===== config.mk =====
export PLATFORM = sky130hd
export DESIGN_NAME = rom_dl_packer
export DESIGN_NICKNAME = d
export VERILOG_FILES = /design/src/rtl/rom_dl_packer.sv
export SDC_FILE = /design/constraint.sdc
export NUM_CORES = 1
export LEC_CHECK = 0
export CORE_MARGIN = 2
export CORE_UTILIZATION = 25
export CTS_CLUSTER_SIZE = 24
export DETAILED_ROUTE_END_ITERATION = 6
export PLACE_DENSITY = 0.42
export SKIP_LAST_GASP = 1
export SYNTH_ARGS = -nofsm -noshare
export SYNTH_HDL_FRONTEND = slang
export SYNTH_SLANG_ARGS = --single-unit

===== constraint.sdc =====
create_clock -name clk_sys -period 5.2 [get_ports clk_sys]
set_input_delay 1.04 -clock clk_sys [delete_from_list [all_inputs] [get_ports clk_sys]]
set_output_delay 1.04 -clock clk_sys [all_outputs]
set_load 0.01 [all_outputs]

===== src/rtl/rom_dl_packer.sv =====
// Packs the byte-wide ROM download stream into 16-bit SDRAM writes with byte enables.
// A small word FIFO absorbs write latency; rom_loaded flags the point where every byte is in SDRAM.
module rom_dl_packer #(
  parameter logic [7:0]  ROM_INDEX  = 8'd0,
  parameter int unsigned FIFO_DEPTH = 4
) (
  input  logic        clk_sys,
  input  logic        res_n,
  input  logic        ioctl_download,
  input  logic [7:0]  ioctl_index,
  input  logic        ioctl_wr,
  input  logic [24:0] ioctl_addr,
  input  logic [7:0]  ioctl_dout,
  output logic [23:0] sd_addr,
  output logic [15:0] sd_din,
  output logic [1:0]  sd_wtbt,
  output logic        sd_we,
  input  logic        sd_ready,
  output logic        rom_loaded,
  output logic        busy,
  output logic        overflow
);

  localparam int unsigned PTR_W = (FIFO_DEPTH > 1) ? $clog2(FIFO_DEPTH) : 1;
  localparam int unsigned CNT_W = PTR_W + 1;

  localparam logic [0:0] S_IDLE = 1'b0;
  localparam logic [0:0] S_REQ  = 1'b1;

  typedef struct packed {
    logic [23:0] waddr;
    logic [15:0] data;
    logic [1:0]  mask;
  } word_t;

  logic             dl_q, dl_d;
  logic             end_q, end_d;
  logic             ended_q, ended_d;
  logic             pend_vld_q, pend_vld_d;
  logic [23:0]      pend_waddr_q, pend_waddr_d;
  logic [15:0]      pend_data_q, pend_data_d;
  logic [1:0]       pend_mask_q, pend_mask_d;
  word_t            mem_q [FIFO_DEPTH];
  word_t            mem_d [FIFO_DEPTH];
  logic [PTR_W-1:0] wr_ptr_q, wr_ptr_d;
  logic [PTR_W-1:0] rd_ptr_q, rd_ptr_d;
  logic [CNT_W-1:0] count_q, count_d;
  logic [0:0]       state_q, state_d;
  logic [23:0]      sd_addr_q, sd_addr_d;
  logic [15:0]      sd_din_q, sd_din_d;
  logic [1:0]       sd_wtbt_q, sd_wtbt_d;
  logic             sd_we_q, sd_we_d;
  logic             overflow_q, overflow_d;
  logic             rom_loaded_q, rom_loaded_d;
  logic             busy_q, busy_d;

  logic             acc;
  logic             dl_rise;
  logic [23:0]      byte_waddr;
  logic             byte_lane;
  logic [15:0]      lane_data;
  logic [1:0]       lane_mask;
  logic [15:0]      merged_data;
  logic [1:0]       merged_mask;
  logic             push;
  word_t            push_word;
  logic             pop;
  logic             full;
  logic             push_ok;
  logic [PTR_W-1:0] rd_next;
  word_t            head;

  assign acc         = ioctl_download & ioctl_wr & (ioctl_index == ROM_INDEX);
  assign dl_rise     = ioctl_download & ~dl_q;
  assign byte_waddr  = ioctl_addr[24:1];
  assign byte_lane   = ioctl_addr[0];
  assign lane_data   = byte_lane ? {ioctl_dout, 8'h00} : {8'h00, ioctl_dout};
  assign lane_mask   = byte_lane ? 2'b10 : 2'b01;
  assign merged_data = byte_lane ? {ioctl_dout, pend_data_q[7:0]} : {pend_data_q[15:8], ioctl_dout};
  assign merged_mask = pend_mask_q | lane_mask;
  assign rd_next     = rd_ptr_q + PTR_W'(1);

  always_comb begin
    dl_d         = ioctl_download;
    end_d        = dl_q & ~ioctl_download;
    ended_d      = ended_q;
    pend_vld_d   = pend_vld_q;
    pend_waddr_d = pend_waddr_q;
    pend_data_d  = pend_data_q;
    pend_mask_d  = pend_mask_q;
    mem_d        = mem_q;
    wr_ptr_d     = wr_ptr_q;
    rd_ptr_d     = rd_ptr_q;
    count_d      = count_q;
    state_d      = state_q;
    sd_addr_d    = sd_addr_q;
    sd_din_d     = sd_din_q;
    sd_wtbt_d    = sd_wtbt_q;
    sd_we_d      = sd_we_q;
    overflow_d   = overflow_q;
    rom_loaded_d = rom_loaded_q;
    push         = 1'b0;
    push_word    = '0;
    head         = '0;

    // Byte intake: load, merge, or evict a partial word to make room.
    if (acc) begin
      if (!pend_vld_q) begin
        pend_vld_d   = 1'b1;
        pend_waddr_d = byte_waddr;
        pend_data_d  = lane_data;
        pend_mask_d  = lane_mask;
      end else if (pend_waddr_q == byte_waddr) begin
        if (merged_mask == 2'b11) begin
          push       = 1'b1;
          push_word  = '{waddr: pend_waddr_q, data: merged_data, mask: merged_mask};
          pend_vld_d = 1'b0;
        end else begin
          pend_data_d = merged_data;
          pend_mask_d = merged_mask;
        end
      end else begin
        push         = 1'b1;
        push_word    = '{waddr: pend_waddr_q, data: pend_data_q, mask: pend_mask_q};
        pend_waddr_d = byte_waddr;
        pend_data_d  = lane_data;
        pend_mask_d  = lane_mask;
      end
    end else if (end_q && pend_vld_q) begin
      push       = 1'b1;
      push_word  = '{waddr: pend_waddr_q, data: pend_data_q, mask: pend_mask_q};
      pend_vld_d = 1'b0;
    end

    // FIFO bookkeeping; a full FIFO still accepts a push when the head leaves this cycle.
    pop     = (state_q == S_REQ) & sd_we_q & sd_ready;
    full    = (count_q == CNT_W'(FIFO_DEPTH));
    push_ok = push & (~full | pop);
    if (push_ok) begin
      mem_d[wr_ptr_q] = push_word;
      wr_ptr_d        = wr_ptr_q + PTR_W'(1);
    end
    if (pop) begin
      rd_ptr_d = rd_next;
    end
    count_d = count_q + CNT_W'(push_ok) - CNT_W'(pop);

    case (state_q)
      S_IDLE: begin
        sd_we_d = 1'b0;
        if (count_q != '0) begin
          head      = mem_q[rd_ptr_q];
          sd_addr_d = head.waddr;
          sd_din_d  = head.data;
          sd_wtbt_d = head.mask;
          sd_we_d   = 1'b1;
          state_d   = S_REQ;
        end
      end
      S_REQ: begin
        if (pop) begin
          sd_we_d = 1'b0;
          if (count_q > CNT_W'(1)) begin
            head      = mem_q[rd_next];
            sd_addr_d = head.waddr;
            sd_din_d  = head.data;
            sd_wtbt_d = head.mask;
          end else begin
            state_d = S_IDLE;
          end
        end else begin
          sd_we_d = 1'b1;
        end
      end
      default: begin
        state_d = S_IDLE;
        sd_we_d = 1'b0;
      end
    endcase

    if (dl_rise) begin
      overflow_d = 1'b0;
    end
    if (push && !push_ok) begin
      overflow_d = 1'b1;
    end

    busy_d = pend_vld_d | (count_d != '0) | (state_d != S_IDLE);

    // busy_q mirrors the current state, so rom_loaded waits for the flushed word to drain.
    if (end_q) begin
      ended_d = 1'b1;
    end
    if (ended_q && !busy_q) begin
      rom_loaded_d = 1'b1;
    end
    if (dl_rise) begin
      ended_d      = 1'b0;
      rom_loaded_d = 1'b0;
    end
  end

  always_ff @(posedge clk_sys or negedge res_n) begin
    if (!res_n) begin
      dl_q         <= 1'b0;
      end_q        <= 1'b0;
      ended_q      <= 1'b0;
      pend_vld_q   <= 1'b0;
      pend_waddr_q <= '0;
      pend_data_q  <= '0;
      pend_mask_q  <= '0;
      mem_q        <= '{default: '0};
      wr_ptr_q     <= '0;
      rd_ptr_q     <= '0;
      count_q      <= '0;
      state_q      <= S_IDLE;
      sd_addr_q    <= '0;
      sd_din_q     <= '0;
      sd_wtbt_q    <= '0;
      sd_we_q      <= 1'b0;
      overflow_q   <= 1'b0;
      rom_loaded_q <= 1'b0;
      busy_q       <= 1'b0;
    end else begin
      dl_q         <= dl_d;
      end_q        <= end_d;
      ended_q      <= ended_d;
      pend_vld_q   <= pend_vld_d;
      pend_waddr_q <= pend_waddr_d;
      pend_data_q  <= pend_data_d;
      pend_mask_q  <= pend_mask_d;
      mem_q        <= mem_d;
      wr_ptr_q     <= wr_ptr_d;
      rd_ptr_q     <= rd_ptr_d;
      count_q      <= count_d;
      state_q      <= state_d;
      sd_addr_q    <= sd_addr_d;
      sd_din_q     <= sd_din_d;
      sd_wtbt_q    <= sd_wtbt_d;
      sd_we_q      <= sd_we_d;
      overflow_q   <= overflow_d;
      rom_loaded_q <= rom_loaded_d;
      busy_q       <= busy_d;
    end
  end

  assign sd_addr    = sd_addr_q;
  assign sd_din     = sd_din_q;
  assign sd_wtbt    = sd_wtbt_q;
  assign sd_we      = sd_we_q;
  assign overflow   = overflow_q;
  assign rom_loaded = rom_loaded_q;
  assign busy       = busy_q;

endmodule


==> insert_results.sql, run 1 <==
INSERT INTO impl_metrics (metric_group, metric, value, unit) VALUES
('timing', 'finClkSkew', '22.1', 'ps'),
('floorplan', 'floorplan.die_area', '54300', 'µm²'),
('timing', 'setup_total_negative_slack', '0', 'ps'),
('floorplan', 'initial_core_utilization', '25.4', '%'),
('timing', 'max_slew.worst_pin.slew', '1020', 'ps'),
('cts', 'number_of_clock_buffers_inserted_by_tritoncts', '35', ''),
('routing', 'antenna_left', '0', ''),
('synth', 'yosys.area.top_type_share', '51.2', '%'),
('timing', 'final_count_of_hold_timing_violations', '0', ''),
('critical_path', 'regToRegStartpoint', 'pend_waddr_q[1]$_DFFE_PN0P_', ''),
('power', 'peakVddDrop', '0.000334', 'V'),
('synth', 'synthFlopType', 'sky130_fd_sc_hd__dfrtp_1', ''),
('synth', 'synthCells', '907', ''),
('cts', 'cts_max_level', '2', ''),
('grt', 'first_global_vias', '8284', ''),
('synth', 'yosysWarningCount', '0', ''),
('critical_path', 'timing.reg2reg.setup_slack', '1690', 'ps'),
('synth', 'synthArstFlopShare', '100', '%'),
('synth', 'post_synth_num_cell_types', '46', ''),
('cts', 'clock_path_buffers', '3', ''),
('cts', 'tritoncts_clock_tree', 'built', ''),
('timing', 'fmax', '250', 'MHz'),
('cts', 'cts_setup_buffers', '0', ''),
('cts', 'clkLatencyLatePin', '560', 'ps'),
('outcome', 'status', 'finished clean', ''),
('routing', 'firstDrtPassIters', '4', ''),
('grt', 'globalRouteOverflowTotal', '0', ''),
('synth', 'avgSynthCellArea', '14.4', 'µm²'),
('critical_path', 'startpoint', 'ioctl_addr[2]', ''),
('floorplan', 'rows', '83', ''),
('timing', 'finalWorstPathRequiredPeriod', '4000', 'ps'),
('critical_path', 'reg2regPathDepth', '11', ''),
('timing', 'slew_headroom', '32.2', '%'),
('timing', 'worst_hold_slack', '491', 'ps'),
('critical_path', 'timing.rr.end', 'busy$_DFF_PN0_', ''),
('timing', 'final.period_utilization', '77.0', '%'),
('synth', 'sequential_element_share_of_the_synthesized_area', '51.2', '%'),
('critical_path', 'worstPathArrival', '4420', 'ps'),
('finish', 'post_route_cells_drive_above_1_share', '33.3', '%'),
('synth', 'netlist_top_cells_area', 'sky130_fd_sc_hd__dfrtp_1 51%, sky130_fd_sc_hd__mux2_2 15%, sky130_fd_sc_hd__mux4_2 14%', ''),
('critical_path', 'data_required_critical_path', '5620', 'ps'),
('floorplan', 'die_x', '233', 'µm'),
('critical_path', 'worstSetupPathType', 'input port to flip-flop', ''),
('finish', 'n_antenna_cell', '0', ''),
('cts', 'postCtsResizedCells', '0', ''),
('worst_hold_path', 'hold_path_class', 'flip-flop to flip-flop', ''),
('floorplan', 'die_h', '233', 'µm'),
('routing', 'dr.first_iter.drc_count', '389', ''),
('grt', 'antenna_found_initial', '0', ''),
('critical_path', 'worst_path_cell_with_the_longest_stage_delay', 'sky130_fd_sc_hd__xnor2_1', ''),
('power', 'pwr_density_cell', '418', 'nW/µm²'),
('timing', 'setup-violations-final', '0', ''),
('flow_run', 'drv_cap', '0', ''),
('synth', 'netlist_area', '13100', 'µm²'),
('timing', 'setup_repair_after_global_routing_missed_its_margin', 'false', ''),
('critical_path', 'slowest_delay', '540', 'ps'),
('critical_path', 'timing.critical_path.cells', 'clkdlybuf4s50_1 -> xnor2_1 -> nand4_1 -> nor4_4 -> buf_4 -> and4_1 -> o21ai_0 -> o21ai_0 -> ha_1 -> fa_1 -> nor4_1 -> nand2b_1', ''),
('finish', 'layout.core_utilization', '30.7', '%'),
('synth', 'synth_largest_area_cell', 'sky130_fd_sc_hd__dfrtp_1', ''),
('finish', 'layout-area-overhead-vs-synth', '21.0', '%'),
('finish', 'layout.filler_cells', '5156', ''),
('placement', 'post-dp-hpwl', '19800', 'µm'),
('grt', 'global_route.usage.total', '12.4', '%'),
('routing', 'wl_per_cell', '19.3', 'µm'),
('placement', 'numPortBuffers', '91', ''),
('floorplan', 'core', '51600', 'µm²'),
('synth', 'synth-edff-count', '0', ''),
('grt', 'first_pass_grt_wire_length', '51200', 'µm'),
('routing', 'drcViolationCount', '0', ''),
('critical_path', 'cp_common_cell', 'sky130_fd_sc_hd__o21ai_0', ''),
('cts', 'clkTransAtPathRegs', '50', 'ps');
## cell type report
cell class	instances	area, µm²	area share (%)
Clock buffer	52	1020	6.43
Clock inverter	12	104	0.655
Inverter	39	146	0.924
Multi-Input combinational cell	544	5900	37.3
Sequential cell	268	6720	42.4
Tap cell	680	851	5.37
Timing Repair Buffer	105	1110	6.99
## stage by stage
stage	total power, W	cell area, µm²	instances	setup WS [ps]
2_1_floorplan	0.00360	13100	907	1780
3_3_place_gp	0.00438	14700	1636	537
3_5_place_dp	0.00439	14700	1636	636
4_1_cts	0.00678	15800	1700	1190
5_1_grt	0.00703	15800	1700	991
6_report	0.00662	15800	1700	1200
## power by group
part / internal, W / total [W] / switching (W) / leakage, nW
clock network: 0.00137 / 0.00234 / 0.000964 / 0.558
logic: 0.000834 / 0.00167 / 0.000836 / 3.12
registers: 0.00230 / 0.00261 / 0.000309 / 3.58
total: 0.00451 / 0.00662 / 0.00211 / 7.26
## cell usage in the layout (no fill, tap or decap), types with 5 or more instances in the layout
cell type	instances
sky130_fd_sc_hd__clkbuf_8	8
sky130_fd_sc_hd__mux2_1	15
sky130_fd_sc_hd__a22oi_1	8
sky130_fd_sc_hd__clkdlybuf4s50_1	90
sky130_fd_sc_hd__mux4_2	84
sky130_fd_sc_hd__nand4_1	8
sky130_fd_sc_hd__clkinv_2	8
sky130_fd_sc_hd__mux2i_1	42
sky130_fd_sc_hd__inv_1	39
sky130_fd_sc_hd__o22ai_1	16
sky130_fd_sc_hd__nand2_1	5
sky130_fd_sc_hd__clkbuf_16	35
sky130_fd_sc_hd__clkbuf_1	9
sky130_fd_sc_hd__xnor2_1	27
sky130_fd_sc_hd__buf_12	7
sky130_fd_sc_hd__buf_4	7
sky130_fd_sc_hd__mux2_2	170
sky130_fd_sc_hd__a21oi_1	46
sky130_fd_sc_hd__ha_1	6
sky130_fd_sc_hd__nor2_1	53
sky130_fd_sc_hd__dfrtp_1	265
sky130_fd_sc_hd__a22o_1	17
## worst max-delay path: cells and delay by family
family                     cells  cell delay (ps)
and+or+nand+nor                5             1300
buffers and inverters          2              670
adders and majority gates      2              630
xor gates and xnor gates       1              540
AOI/OAI and AO/OA              2              240
## Yosys cell counts (2+ instances only)
| master | instances |
|---|---|
| sky130_fd_sc_hd__nand3_2 | 4 |
| sky130_fd_sc_hd__mux4_2 | 84 |
| sky130_fd_sc_hd__nand2b_1 | 2 |
| sky130_fd_sc_hd__nand2_1 | 5 |
| sky130_fd_sc_hd__nor4_1 | 3 |
| sky130_fd_sc_hd__ha_1 | 6 |
| sky130_fd_sc_hd__buf_6 | 18 |
| sky130_fd_sc_hd__o21ai_2 | 2 |
| sky130_fd_sc_hd__buf_2 | 9 |
| sky130_fd_sc_hd__a21o_1 | 2 |
| sky130_fd_sc_hd__nor3_1 | 3 |
| sky130_fd_sc_hd__mux2_1 | 15 |
| sky130_fd_sc_hd__a21oi_1 | 47 |
| sky130_fd_sc_hd__a22o_1 | 17 |
| sky130_fd_sc_hd__a22oi_1 | 8 |
| sky130_fd_sc_hd__and4_1 | 2 |
| sky130_fd_sc_hd__a41o_1 | 2 |
| sky130_fd_sc_hd__buf_1 | 8 |
| sky130_fd_sc_hd__o21ai_0 | 2 |
| sky130_fd_sc_hd__clkbuf_1 | 21 |
| sky130_fd_sc_hd__mux2i_1 | 42 |
| sky130_fd_sc_hd__xnor2_1 | 27 |
| sky130_fd_sc_hd__nand4_1 | 8 |
| sky130_fd_sc_hd__o22ai_1 | 16 |
| sky130_fd_sc_hd__inv_1 | 39 |
| sky130_fd_sc_hd__and2_1 | 2 |
| sky130_fd_sc_hd__and3_1 | 4 |
| sky130_fd_sc_hd__nor2b_1 | 3 |
| sky130_fd_sc_hd__nor2_1 | 53 |
| sky130_fd_sc_hd__mux2_2 | 170 |
| sky130_fd_sc_hd__dfrtp_1 | 268 |
## how the worst min path moves through the flow
stage	start	endpoint	depth (start not counted)
2_1_floorplan	ended_q$_DFFE_PN0P_	ended_q$_DFFE_PN0P_	2
3_3_place_gp	dl_q$_DFF_PN0_	end_q$_DFF_PN0_	1
3_5_place_dp	dl_q$_DFF_PN0_	end_q$_DFF_PN0_	1
4_1_cts	dl_q$_DFF_PN0_	end_q$_DFF_PN0_	1
5_1_grt	dl_q$_DFF_PN0_	end_q$_DFF_PN0_	1
6_report	dl_q$_DFF_PN0_	end_q$_DFF_PN0_	1
## state kept, by name, indices dropped and copies added (netlist names)
name and flops:
overflow 1, ended_q 1, end_q 1, pend_waddr_q 24
pend_data_q 16, wr_ptr_q 2, pend_mask_q 2, rom_loaded 1
sd_wtbt 2, mem_q 168, sd_addr 24, pend_vld_q 1
busy 1, sd_din 16, count_q 3, rd_ptr_q 2
dl_q 1, sd_we 1, state_q 1
## layer usage
metal	track usage [%]	part of all wire (%)
met5	0	0
met4	3.42	2.0
met3	2.63	3.6
met2	19.6	46
met1	17.3	48
## cell families (layout without fill, tap and decap cells)
| kind of cell | Yosys count | after routing | synth area share, % |
|---|---|---|---|
| buffers and inverters | 95 | 208 | 3.84 |
| and+or+nand+nor | 99 | 99 | 4.05 |
| muxes | 311 | 311 | 33.5 |
| xor gates and xnor gates | 28 | 28 | 1.87 |
| DFF | 268 | 268 | 51.2 |
| AOI/OAI and AO/OA | 99 | 99 | 4.78 |
| adders and majority gates | 7 | 7 | 0.726 |
No activity file was read; power rests on OpenSTA's default activity.
==> inputs of run 2 (changes only) <==
Settings changed: PLACE_DENSITY 0.42 to 0.43.
Clock period 5.2 ns to 3.32 ns, I/O delays scaled along.
==> insert_results.sql, run 2 (synthesis results as in run 1) <==
INSERT INTO impl_metrics (metric_group, metric, value, unit) VALUES
('grt', 'grt_max_degree', '79', ''),
('finish', 'most_used_cells_in_the_layout_excluding_fill_and_tap_cells', '265 x sky130_fd_sc_hd__dfrtp_1, 170 x sky130_fd_sc_hd__mux2_2, 89 x sky130_fd_sc_hd__clkdlybuf4s50_1, 84 x sky130_fd_sc_hd__mux4_2, 53 x sky130_fd_sc_hd__nor2_1', ''),
('cts', 'tritoncts_clock_tree', 'built', ''),
('timing', 'setup_repair_after_global_routing_missed_its_margin', 'false', ''),
('timing', 'final_max_tran_viols', '0', ''),
('placement', 'post-dp-hpwl', '21300', 'µm'),
('routing', 'wl_per_cell', '18.7', 'µm'),
('critical_path', 'setup.worst_path.start_class', 'input port', ''),
('power', 'power_leakage', '7.53', 'nW'),
('routing', 'routed_wl', '32600', 'µm'),
('finish', 'layout.filler_cells', '5082', ''),
('cts', 'cts_setup_buffers', '0', ''),
('floorplan', 'floorplan.die_area', '54300', 'µm²'),
('grt', 'global_route.usage.total', '12.7', '%'),
('cts', 'clkTransAtPathRegs', '50', 'ps'),
('floorplan', 'initial_core_utilization', '25.4', '%'),
('cts', 'clock-root-buffer', 'sky130_fd_sc_hd__clkbuf_16', ''),
('cts', 'clkLatencyLatePin', '540', 'ps'),
('cts', 'postCtsResizedCells', '0', ''),
('timing', 'finalWorstPathRequiredPeriod', '3150', 'ps'),
('flow_run', 'drv_cap', '0', ''),
('routing', 'dr.first_iter.drc_count', '358', ''),
('grt', 'antenna_found_initial', '0', ''),
('power', 'peakVddDrop', '0.000358', 'V'),
('finish', 'post_route_cells_drive_above_1_share', '36.7', '%'),
('finish', 'layout.area.seq', '6720', 'µm²'),
('grt', 'globalRouteOverflowTotal', '0', ''),
('routing', 'drcViolationCount', '0', ''),
('timing', 'max_slew.worst_pin.slew', '1010', 'ps'),
('floorplan', 'die_h', '233', 'µm'),
('routing', 'firstDrtPassIters', '4', ''),
('placement', 'dp_slack', '-489', 'ps'),
('finish', 'n_antenna_cell', '0', ''),
('cts', 'number_of_clock_buffers_inserted_by_tritoncts', '34', ''),
('finish', 'layout-area-overhead-vs-synth', '24.6', '%'),
('cts', 'cts_max_level', '2', ''),
('finish', 'multi_input_comb_area', '5930', 'µm²'),
('cts', 'cts.sinks', '268', ''),
('floorplan', 'core', '51600', 'µm²'),
('finish', 'largest-register', 'mem_q', ''),
('finish', 'design.final.nets', '1091', ''),
('floorplan', 'rows', '83', ''),
('worst_hold_path', 'hold_path_class', 'input port to asynchronous set/reset pin', ''),
('timing', 'setup_total_negative_slack', '0', 'ps'),
('critical_path', 'data_required_critical_path', '3730', 'ps'),
('timing', 'final_count_of_hold_timing_violations', '0', ''),
('timing', 'setup-violations-final', '0', ''),
('power', 'pwr_density_cell', '650', 'nW/µm²'),
('cts', 'clock_path_buffers', '3', ''),
('timing', 'worst_slack', '175', 'ps'),
('finish', 'largest_reg_flops', '168', ''),
('timing', 'slew_headroom', '32.8', '%'),
('outcome', 'status', 'finished clean', ''),
('finish', 'finish.cell_count_without_fillers', '1740', ''),
('finish', 'leading_cell_type_in_the_layout_fill_and_taps_excluded', 'sky130_fd_sc_hd__dfrtp_1', ''),
('critical_path', 'critPathCaptureType', 'flip-flop', ''),
('routing', 'antenna_left', '0', ''),
('timing', 'finClkSkew', '23.2', 'ps'),
('placement', 'numPortBuffers', '91', ''),
('critical_path', 'worstSetupPathType', 'input port to flip-flop', ''),
('grt', 'first_global_vias', '8560', ''),
('power', 'p_total', '0.0106', 'W'),
('cts', 'hold_buffers', '0', ''),
('floorplan', 'die_x', '233', 'µm'),
('placement', 'globalplace.congestion', '0.683', ''),
('placement', 'post-place-cells', '1682', ''),
('timing', 'fmax', '318', 'MHz'),
('critical_path', 'worst-path-max-fanout', '3', ''),
('finish', 'layout.core_utilization', '31.6', '%'),
('timing', 'final.period_utilization', '94.7', '%'),
('critical_path', 'worstPathArrival', '3550', 'ps'),
('grt', 'first_pass_grt_wire_length', '52500', 'µm'),
('floorplan', 'ios', '92', ''),
('routing', 'vias', '7946', ''),
('routing', 'viasPerCell', '4.57', '');
## run 2: worst max-delay path, cell delays in order
cell,delay (ps)
sky130_fd_sc_hd__clkdlybuf4s50_1,470
sky130_fd_sc_hd__xnor2_2,320
sky130_fd_sc_hd__nand4_1,190
sky130_fd_sc_hd__nor4_4,270
sky130_fd_sc_hd__buf_4,180
sky130_fd_sc_hd__and4_1,210
sky130_fd_sc_hd__o21ai_0,90
sky130_fd_sc_hd__o21ai_0,120
sky130_fd_sc_hd__ha_1,200
sky130_fd_sc_hd__fa_1,460
sky130_fd_sc_hd__nor4_2,290
sky130_fd_sc_hd__nand2b_1,80
## run 2: area by class of cell
| class | instances | share of cell area, % |
|---|---|---|
| flip-flops and latches | 268 | 41.1 |
| multi-input cells | 544 | 36.3 |
| repair buffers | 151 | 9.46 |
| clock buffers | 46 | 5.98 |
| well taps | 680 | 5.21 |
| clock inverters | 12 | 0.973 |
| inverters | 39 | 0.897 |
## run 2: metal layers
layer | part of all wire (%) | track usage, % | up-vias
li1 | - | - | 3663
met1 | 48 | 17.6 | 4147
met2 | 47 | 19.9 | 99
met3 | 3.1 | 2.70 | 37
met4 | 1.8 | 3.46 | 0
met5 | 0 | 0 | -
## run 2: power breakdown
group	switching (W)	leakage, nW	internal [W]
combinational	0.00139	3.39	0.00143
clock	0.00147	0.556	0.00230
sequential	0.000402	3.58	0.00361
## run 2: through the flow
stage / cell area, µm² / hold WS, ps
after floorplan: 13100 / 368
after global placement: 15200 / 473
after detailed placement: 15200 / 478
after CTS: 16300 / 136
after global routing: 16300 / 170
final: 16300 / 148
## run 2: path summary, 6_finish.rpt
path | from | endpoint | slack (ps) | depth (start not counted)
setup / recovery | ioctl_addr[1] | busy$_DFF_PN0_ | 170 | 12
hold / removal | res_n | count_q[0]$_DFF_PN0_ | 150 | 1
min in group clk_sys | ended_q$_DFFE_PN0P_ | ended_q$_DFFE_PN0P_ | 490 | 2
max in group asynchronous | res_n | sd_din[1]$_DFFE_PN0P_ | 2370 | 2
setup reg to reg | pend_waddr_q[23]$_DFFE_PN0P_ | busy$_DFF_PN0_ | 300 | 11
hold reg to reg | ended_q$_DFFE_PN0P_ | ended_q$_DFFE_PN0P_ | 490 | 2
